**config.mk**
```make
export PLATFORM = sky130hd
export DESIGN_NAME = time_of_day_counter
export DESIGN_NICKNAME = d
export VERILOG_FILES = /design/src/rtl/time_of_day_counter.sv
export SDC_FILE = /design/constraint.sdc
export NUM_CORES = 1
export LEC_CHECK = 0
export BUFFER_PORTS_ARGS = -buffer_cell sky130_fd_sc_hd__buf_2
export CORE_MARGIN = 4
export CORE_UTILIZATION = 54
export CTS_CLUSTER_DIAMETER = 80
export DETAILED_ROUTE_END_ITERATION = 10
export GPL_ROUTABILITY_DRIVEN = 0
export PLACE_DENSITY = 0.84
export SETUP_SLACK_MARGIN = 0.05
export SLEW_MARGIN = 20
export SYNTH_ARGS = -nofsm -noshare
export SYNTH_HDL_FRONTEND = slang
export SYNTH_SLANG_ARGS = --single-unit
```
**constraint.sdc**
```tcl
create_clock -name clk50M -period 3.4 [get_ports clk50M]
set_clock_uncertainty 0.05 [all_clocks]
set_input_delay 0.68 -clock clk50M [delete_from_list [all_inputs] [get_ports clk50M]]
set_output_delay 0.68 -clock clk50M [all_outputs]
set_load 0.02 [all_outputs]
```
**src/rtl/time_of_day_counter.sv**
```systemverilog
// time_of_day_counter: 24-hour hh:mm:ss counter advanced by a slow external
// square wave (i_clk) that is synchronised and rising-edge detected inside
// the clk50M domain. Host logic can load a time with set_stb.
// Optional alarm (ports alarm_hour/alarm_min/alarm_arm/alarm_ack/alarm_out)
// is compiled in when the macro TOD_ALARM_EN is defined.
module time_of_day_counter #(
  parameter int SYNC_STAGES = 2
`ifdef TOD_ALARM_EN
  ,
  parameter int ALARM_LEN   = 30
`endif
) (
  input  logic       clk50M,
  input  logic       rst,
  input  logic       i_clk,
  input  logic       run,
  input  logic       set_stb,
  input  logic [4:0] set_hour,
  input  logic [5:0] set_min,
  input  logic [5:0] set_sec,
`ifdef TOD_ALARM_EN
  input  logic [4:0] alarm_hour,
  input  logic [5:0] alarm_min,
  input  logic       alarm_arm,
  input  logic       alarm_ack,
  output logic       alarm_out,
`endif
  output logic [4:0] hour,
  output logic [5:0] min,
  output logic [5:0] sec,
  output logic       tick_1s,
  output logic       day_wrap,
  output logic       set_err
);

  // A synchroniser shorter than two flops is not safe; clamp it.
  localparam int SYNC_N = (SYNC_STAGES < 2) ? 2 : SYNC_STAGES;

  logic [SYNC_N-1:0] sync_q, sync_d;
  logic              delay_q, delay_d;
  logic [4:0]        hour_q, hour_d;
  logic [5:0]        min_q, min_d;
  logic [5:0]        sec_q, sec_d;
  logic              tick_q, tick_d;
  logic              wrap_q, wrap_d;
  logic              err_q, err_d;
  logic              iclk_rise;
  logic              set_ok;
  logic              count_en;

`ifdef TOD_ALARM_EN
  localparam int ACW = $clog2(ALARM_LEN + 1);
  logic           alarm_q, alarm_d;
  logic [ACW-1:0] acnt_q, acnt_d;
`endif

  // Shift i_clk through the synchroniser, then one delay flop for edge detect.
  always_comb begin
    sync_d  = {sync_q[SYNC_N-2:0], i_clk};
    delay_d = sync_q[SYNC_N-1];
  end

  assign iclk_rise = sync_q[SYNC_N-1] & ~delay_q;
  assign set_ok    = (set_hour <= 5'd23) && (set_min <= 6'd59) && (set_sec <= 6'd59);
  // A set in the same cycle as a tick swallows the tick.
  assign count_en  = iclk_rise & run & ~set_stb;

  // Next time-of-day: load on a valid set, otherwise advance with carries on a tick.
  always_comb begin
    hour_d = hour_q;
    min_d  = min_q;
    sec_d  = sec_q;
    tick_d = 1'b0;
    wrap_d = 1'b0;
    err_d  = 1'b0;
    if (set_stb) begin
      if (set_ok) begin
        hour_d = set_hour;
        min_d  = set_min;
        sec_d  = set_sec;
      end else begin
        err_d = 1'b1;
      end
    end else if (count_en) begin
      tick_d = 1'b1;
      if (sec_q == 6'd59) begin
        sec_d = 6'd0;
        if (min_q == 6'd59) begin
          min_d = 6'd0;
          if (hour_q == 5'd23) begin
            hour_d = 5'd0;
            wrap_d = 1'b1;
          end else begin
            hour_d = hour_q + 5'd1;
          end
        end else begin
          min_d = min_q + 6'd1;
        end
      end else begin
        sec_d = sec_q + 6'd1;
      end
    end
  end

`ifdef TOD_ALARM_EN
  // Alarm fires only when a tick lands on hh:mm:00; it then lasts until ack,
  // disarm, or ALARM_LEN further ticks.
  always_comb begin
    alarm_d = alarm_q;
    acnt_d  = acnt_q;
    if (!alarm_arm || alarm_ack) begin
      alarm_d = 1'b0;
      acnt_d  = '0;
    end else if (count_en && hour_d == alarm_hour && min_d == alarm_min && sec_d == 6'd0) begin
      alarm_d = 1'b1;
      acnt_d  = '0;
    end else if (alarm_q && count_en) begin
      if (acnt_q == ACW'(ALARM_LEN - 1)) begin
        alarm_d = 1'b0;
        acnt_d  = '0;
      end else begin
        acnt_d = acnt_q + ACW'(1);
      end
    end
  end

  // Alarm state registers.
  always_ff @(posedge clk50M or posedge rst) begin
    if (rst) begin
      alarm_q <= 1'b0;
      acnt_q  <= '0;
    end else begin
      alarm_q <= alarm_d;
      acnt_q  <= acnt_d;
    end
  end

  assign alarm_out = alarm_q;
`endif

  // Synchroniser, time fields and one-cycle status pulses.
  always_ff @(posedge clk50M or posedge rst) begin
    if (rst) begin
      sync_q  <= '0;
      delay_q <= 1'b0;
      hour_q  <= 5'd0;
      min_q   <= 6'd0;
      sec_q   <= 6'd0;
      tick_q  <= 1'b0;
      wrap_q  <= 1'b0;
      err_q   <= 1'b0;
    end else begin
      sync_q  <= sync_d;
      delay_q <= delay_d;
      hour_q  <= hour_d;
      min_q   <= min_d;
      sec_q   <= sec_d;
      tick_q  <= tick_d;
      wrap_q  <= wrap_d;
      err_q   <= err_d;
    end
  end

  assign hour     = hour_q;
  assign min      = min_q;
  assign sec      = sec_q;
  assign tick_1s  = tick_q;
  assign day_wrap = wrap_q;
  assign set_err  = err_q;

endmodule
```
==> results of run 1 <==
synth_stat cells (all sizes together):
| library cell | count | area share, % |
|---|---|---|
| dfrtp | 23 | 43 |
| a21oi | 12 | 5.3 |
| nand3 | 12 | 4.9 |
| inv | 10 | 2.8 |
| nand2 | 9 | 2.5 |
| a22oi | 6 | 3.4 |
| o22ai | 6 | 2.8 |
| clkbuf | 5 | 1.4 |
| o21ai | 5 | 1.9 |
| a22o | 4 | 2.6 |
| nor2 | 4 | 1.1 |
| nor3 | 4 | 1.5 |
| a31oi | 3 | 1.4 |
| and2 | 3 | 1.4 |
| and4b | 3 | 2.2 |
| buf | 3 | 2.1 |
| ha | 3 | 2.8 |
| mux2 | 3 | 2.5 |
| nand4 | 3 | 1.4 |
| a32oi | 2 | 1.3 |
| o31a | 2 | 1.3 |
| a211o | 1 | 0.65 |
| a221o | 1 | 0.75 |
| a2bb2oi | 1 | 0.65 |
| clkinv | 1 | 0.37 |
| mux2i | 1 | 0.75 |
| nand2b | 1 | 0.47 |
| nand4b | 1 | 0.65 |
| nand4bb | 1 | 2.1 |
| nor3b | 1 | 0.56 |
| o211ai | 1 | 0.56 |
| o221ai | 1 | 0.65 |
| o31ai | 1 | 0.56 |
| o41ai | 1 | 0.65 |
| or2 | 1 | 0.47 |
| or3 | 1 | 0.47 |
cells by family after synthesis:
kind of cell             count (synthesis)  share of synthesized area [%]
AO/OA/AOI/OAI                           47                           24.5
adder cells (fa/ha/maj)                  3                           2.81
buffers and inverters                   19                           6.64
flip-flops                              23                           43.0
multiplexers                             4                           3.27
AND/OR/NAND/NOR                         44                           19.7
area by class of cell:
| type | count | area (µm²) |
|---|---|---|
| tap | 28 | 35.0 |
| timing repair buffer | 43 | 220 |
| sequential | 23 | 576 |
| fill | 178 | 703 |
| clock buffer | 4 | 26.3 |
| multi-input combinational | 98 | 673 |
| inverter | 11 | 42.5 |
power breakdown:
part | internal, mW | switching [mW]
sequential | 0.330 | 0.0786
combinational | 0.131 | 0.195
clock | 0.0457 | 0.0794
total | 0.506 | 0.353
how the worst max path moves through the flow:
stage	endpoint	slack, ns	startpoint	depth (start not counted)
CTS	hour[0]$_DFFE_PP0P_	1.32	min[0]$_DFFE_PP0P_	5
floorplan	hour[0]$_DFFE_PP0P_	1.40	set_stb	7
global placement	min[0]$_DFFE_PP0P_	1.15	set_stb	6
detailed placement	min[0]$_DFFE_PP0P_	1.06	set_stb	6
finish	hour[0]$_DFFE_PP0P_	1.27	min[0]$_DFFE_PP0P_	5
global route	min[2]$_DFFE_PP0P_	1.17	min[0]$_DFFE_PP0P_	5
registers in the layout, summed over array words and instances, names as in the netlist:
name and flops:
day_wrap 1, tick_1s 1, sync_q 2, sec 6, delay_q 1, min 6
hour 5, set_err 1
per-layer routing:
metal	part of all wire (%)	vias to the layer above
li1	-	609
met5	0	-
met1	42	611
met3	8.9	4
met2	49	74
met4	0.79	0
stage by stage:
stage	util, %	cell area, µm²	total power, mW
floorplan	-	1340	0.614
global placement	67.9	1550	0.718
detailed placement	67.9	1550	0.731
CTS	69.1	1570	0.863
global route	69.1	1570	0.921
finish	69.1	1570	0.860
==> summary.md, run 1 <==
| Metric | Value |
|---|---|
| Status | `completed` |
| Initial Utilization | `approximately three fifths` |
| CTS max path bufs | `2` |
| Critical path arrival | `2.28 ns` |
| Clk sink count | `23` |
| Max cap viols | `0` |
| Post-CTS Resized | `0` |
| WS Path Type | `reg -> reg` |
| WL final | `3.44 mm` |
| Total CTS buffers | `3` |
| Commonest non-fill, non-tap cell in the layout | `buf_2` |
| Register area share after synthesis | `~43%` |
| Worst-path cell chain | `ha_1, and4b_1, a21oi_1, a21oi_4, mux2_2` |
| Root buffer cell | `clkbuf_4` |
| I/O Buffers | `41` |
| Met3 GRT Util | `3.12%` |
| H-Tree Depth | `1` |
| Die ar. | `3340 µm²` |
| Hold EP | `sync_q[1]$_DFF_PP0_` |
| Via-to-Cell Ratio | `6.27` |
| Number of diodes | `0` |
| RSZ-0062 raised after global routing | `false` |
| First-pass GRT wire length | `5.80 mm` |
| Worst relative slew slack | `about two fifths` |
| RR Endpoint | `hour[0]$_DFFE_PP0P_` |
| CTS tree | `built` |
| Crit path max-delay family | `compound AO/OA/AOI/OAI gates` |
| Synth Instances | `140` |
| Final setup TNS | `0 ns` |
| Die width | `57.8 µm` |
| WP buf/inv | `0` |
| Area grow syn2layout | `17.6%` |
| CTS Hold Bufs | `0` |
| Row count | `17` |
| # setup viols final | `0` |
| Routed len/inst | `16.6 µm` |
| Met1 usage | `29.6%` |
| VDD IR max | `0.354 mV` |
| Synth Cell Area | `1340 µm²` |
| Achievable frequency | `between 0.4 and 0.5 GHz` |
| Commonest non-fill, non-tap cells in the layout | `41 x buf_2, 23 x dfrtp_1, 11 x nand3_1, 11 x a21oi_1, 10 x inv_1` |
| Clk_lat worst skew | `roughly 0.30 ns` |
| Vias in the first global route | `1241` |
| #FFs+latches synth | `23` |
| DRC | `0` |
| Flop2flop setup slack | `1.27 ns` |
| Clock slew at reported path FFs | `0.13 ns` |
| Net Count, Synth | `165` |
| Largest net degree at the start of global routing | `24` |
| Boundary Pins | `42` |
| Hold-critical path depth | `0` |
| Initial antenna violation count | `0` |
| Power per Cell Area | `roughly 550 nW/µm²` |
| Placed instance count | `between 200 and 250` |
| Global route hottest layer | `met2` |
| TritonRoute pass-1 iters | `4` |
| Core area | `2280 µm²` |
| Final worst slack | `1.27 ns` |
| Critical Path End Type | `flop` |
| CP startpoint kind | `flop` |
| Leakage | `0.743 nW` |
| Required @ worst endpoint | `3.55 ns` |
| R2R cell count | `5` |
| Gr usage total | `21.9%` |
| Share of cells above drive strength 1 | `30.2%` |
| Final hold slack | `0.322 ns` |
| CP peak stage delay | `0.59 ns` |
| Post-place setup slack | `1.06 ns` |
| Syn. warnings | `0` |
| Die Y | `57.8 µm` |
| Measured slew at the worst slew-check pin | `around 0.87 ns` |
| Pins Over Slew Limit | `0` |
| Worst-path fanout max | `7` |
| Yosys cell types | `40` |
| Worst hold start | `sync_q[0]$_DFF_PP0_` |
| Remaining antenna violation count | `0` |
| Hold Vio Cnt, Final | `0` |
| Post-detail-place hpwl | `2.46 mm` |
| Period minus WS final | `2.13 ns` |
| DRT iter0 DRCs | `48` |
| Via count | `1298` |
| GR Layer Usage met2 | `37.1%` |
| CP max-delay cell | `a21oi_1` |
| Nets | `a little over 200` |
| Hold crit path type | `reg -> reg` |
| Post-CTS setup buffers | `0` |
| Avg Inst Size Synth | `9.55 µm²` |
| Grt total ovfl | `0` |
| Final period utilization | `approximately 63%` |
| Layout Cells excl Fill | `207` |
| Worst reg2reg startpoint | `min[0]$_DFFE_PP0P_` |
No activity file was read; power rests on OpenSTA's default activity.
==> inputs of run 2 (changes only) <==
- CORE_UTILIZATION: 54 -> 45
- PLACE_DENSITY: 0.84 -> 0.75
- clock period: 3.4 -> 1.7 ns (I/O delays scaled with it)
==> run 2 against run 1 <==
  * Global-route usage is 2.1 points lower
  * Fmax is 28% higher
  * Combinational power grew to 2.5 times the previous value
  * Die area is 17% higher
  * Highest routed layer unchanged
  * Wire length is 11% higher
  * Non-clock buffer count is 20 higher
  * Power is 120% higher
  * Via count is 6.5% higher
  * Final cell count is 11% higher
==> summary.md, run 2 (same netlist as run 1, synthesis figures left out) <==
| Metric | Value |
|---|---|
| Status | `completed` |
| Die Y | `62.5 µm (+8.2%)` |
| I/O Buffers | `41 (unchanged)` |
| # setup viols final | `0 (unchanged)` |
| Die width | `62.5 µm (+8.2%)` |
| Final Util | `64.6% (-4.5 points)` |
| Layout Cells excl Fill | `230 (+11%)` |
| VDD IR max | `0.749 mV (+110%)` |
| Critical Path Source | `sec[1]$_DFFE_PP0P_` |
| Vias in the first global route | `1347 (+8.5%)` |
| Clock slew at reported path FFs | `0.14 ns (about the same)` |
| Initial Utilization | `47.7% (-11 points)` |
| CTS max path bufs | `2 (unchanged)` |
| RSZ-0062 raised after global routing | `true` |
| WL final | `3.83 mm (+11%)` |
| R2R cell count | `5 (unchanged)` |
| First-pass GRT wire length | `6.35 mm (+9.5%)` |
| Area grow syn2layout | `35.5%` |
| Number of diodes | `0 (unchanged)` |
| Final worst slack | `0.0305 ns (-1.24 ns)` |
| WS Path Type | `reg -> reg` |
| Pins Over Slew Limit | `0 (unchanged)` |
| Post-DP Area | `1700 µm² (+9.6%)` |
| Grt total ovfl | `0 (unchanged)` |
| FILL cells | `247 (+39%)` |
| Gr usage total | `19.7% (-2.1 points)` |
| Tot Pwr | `1.91 mW (+120%)` |
| Commonest non-fill, non-tap cell in the layout | `buf_2` |
| Setup crit end | `hour[3]$_DFFE_PP0P_` |
| Die ar. | `3910 µm² (+17%)` |
| DRT iter0 DRCs | `86 (+79%)` |
| TritonRoute pass-1 iters | `4 (unchanged)` |
| Hold Vio Cnt, Final | `0 (unchanged)` |
| Post-place setup slack | `0.0502 ns (-1.01 ns)` |
| Critical path arrival | `1.83 ns (-0.45 ns)` |
| Worst-path fanout max | `5 (-2)` |
| Power per Cell Area | `1050 nW/µm² (+93%)` |
| Routed len/inst | `16.6 µm (+0.16%)` |
| CTS tree | `built` |
| Total CTS buffers | `3 (unchanged)` |
| Leakage | `0.858 nW (+15%)` |
| Post-detail-place hpwl | `2.74 mm (+11%)` |
| Boundary Pins | `42 (unchanged)` |
| Placed instance count | `220 (+8.4%)` |
| H-Tree Depth | `1 (unchanged)` |
| Final Cell Area | `1810 µm² (+15%)` |
| Core area | `2810 µm² (+23%)` |
| Via count | `1382 (+6.5%)` |
| Period minus WS final | `1.67 ns (-0.462 ns)` |
| Initial antenna violation count | `0 (unchanged)` |
| Worst reg2reg startpoint | `sec[1]$_DFFE_PP0P_` |
| Required @ worst endpoint | `1.86 ns (-1.69 ns)` |
| Flop2flop setup slack | `0.03 ns (-1.24 ns)` |
| Critical Path End Type | `flop` |
| Hold crit path type | `in -> reg` |
| CP startpoint kind | `flop` |
| Commonest non-fill, non-tap cells in the layout | `41 x buf_2, 19 x dfrtp_1, 19 x buf_4, 11 x nand3_1, 10 x inv_1` |
| Share of cells above drive strength 1 | `43.2% (+13 points)` |
| Measured slew at the worst slew-check pin | `0.370 ns (-0.504 ns)` |
| Max cap viols | `0 (unchanged)` |
| Nets | `225 (+9.8%)` |
| Clk sink count | `23 (unchanged)` |
| Via-to-Cell Ratio | `6.01 (-4.2%)` |
| DRC | `0 (unchanged)` |
| Root buffer cell | `clkbuf_4` |
| Remaining antenna violation count | `0 (unchanged)` |
| Final period utilization | `98.2% (+36 points)` |
| Clk_lat worst skew | `0.32 ns (+0.02 ns)` |
| RR Endpoint | `hour[3]$_DFFE_PP0P_` |
| Worst relative slew slack | `75.3% (+34 points)` |
| Row count | `19 (+2)` |
| Largest net degree at the start of global routing | `24 (unchanged)` |
| Achievable frequency | `0.599 GHz (+28%)` |
[run 2: cell count changes in the layout (fill, tap and decap cells not counted), sizes merged]
cell,change
clkinv,+1
dlygate4sd3,+1
buf,+19
clkbuf,-1
[run 2: through the flow]
stage / hold slack (ns) / TNS [ns]
3_3_place_gp: 0.288 / 0
3_5_place_dp: 0.308 / 0
6_report: 0.0626 / 0
5_1_grt: 0.0461 / -0.0192
4_1_cts: 0.0562 / 0
2_1_floorplan: 0.281 / -0.0764
[run 2: how the worst min path moves through the flow]
stage	from	end	slack, ns	cells past startpoint
2_1_floorplan	sync_q[0]$_DFF_PP0_	sync_q[1]$_DFF_PP0_	0.28	0
6_report	i_clk	sync_q[0]$_DFF_PP0_	0.06	1
5_1_grt	i_clk	sync_q[0]$_DFF_PP0_	0.05	1
4_1_cts	i_clk	sync_q[0]$_DFF_PP0_	0.06	1
3_5_place_dp	sync_q[0]$_DFF_PP0_	sync_q[1]$_DFF_PP0_	0.31	0
3_3_place_gp	sync_q[0]$_DFF_PP0_	sync_q[1]$_DFF_PP0_	0.29	0
[run 2: cell type report]
type	count	area (µm²)	share of cell area [%]
sequential	23	581	32.0
tap	31	38.8	2.14
clock inverter	1	5.00	0.276
inverter	11	42.5	2.35
timing repair buffer	63	380	21.0
multi-input combinational	98	743	41.0
clock buffer	3	22.5	1.24
[run 2: power breakdown]
| group | total [mW] | internal (mW) | switching (mW) | leakage [nW] |
|---|---|---|---|---|
| Sequential | 0.818 | 0.664 | 0.154 | 0.277 |
| Combinational | 0.831 | 0.385 | 0.447 | 0.563 |
| Clock | 0.262 | 0.0879 | 0.174 | 0.0177 |
[run 2: routing by layer]
metal	share of wire, %	global-route usage [%]	up-vias
li1	-	-	648
met5	0	0	-
met1	43	27.3	646
met4	2.2	7.71	0
met3	7.3	3.42	14
met2	47	30.6	74
[run 2: critical path, stage by stage (launching register included)]
cell and delay [ns]:
dfrtp_2 0.41, ha_4 0.14, and4b_2 0.27, nand3_4 0.12, a221o_1 0.38, a22o_1 0.18
[run 2: what timing repair did]
action	CTS	global route
resized for setup	2	9
pin swaps	1	3
hold buffers	1	0
setup buffers	3	2
setup endpoints to repair	8	14
hold endpoints to repair	13	0
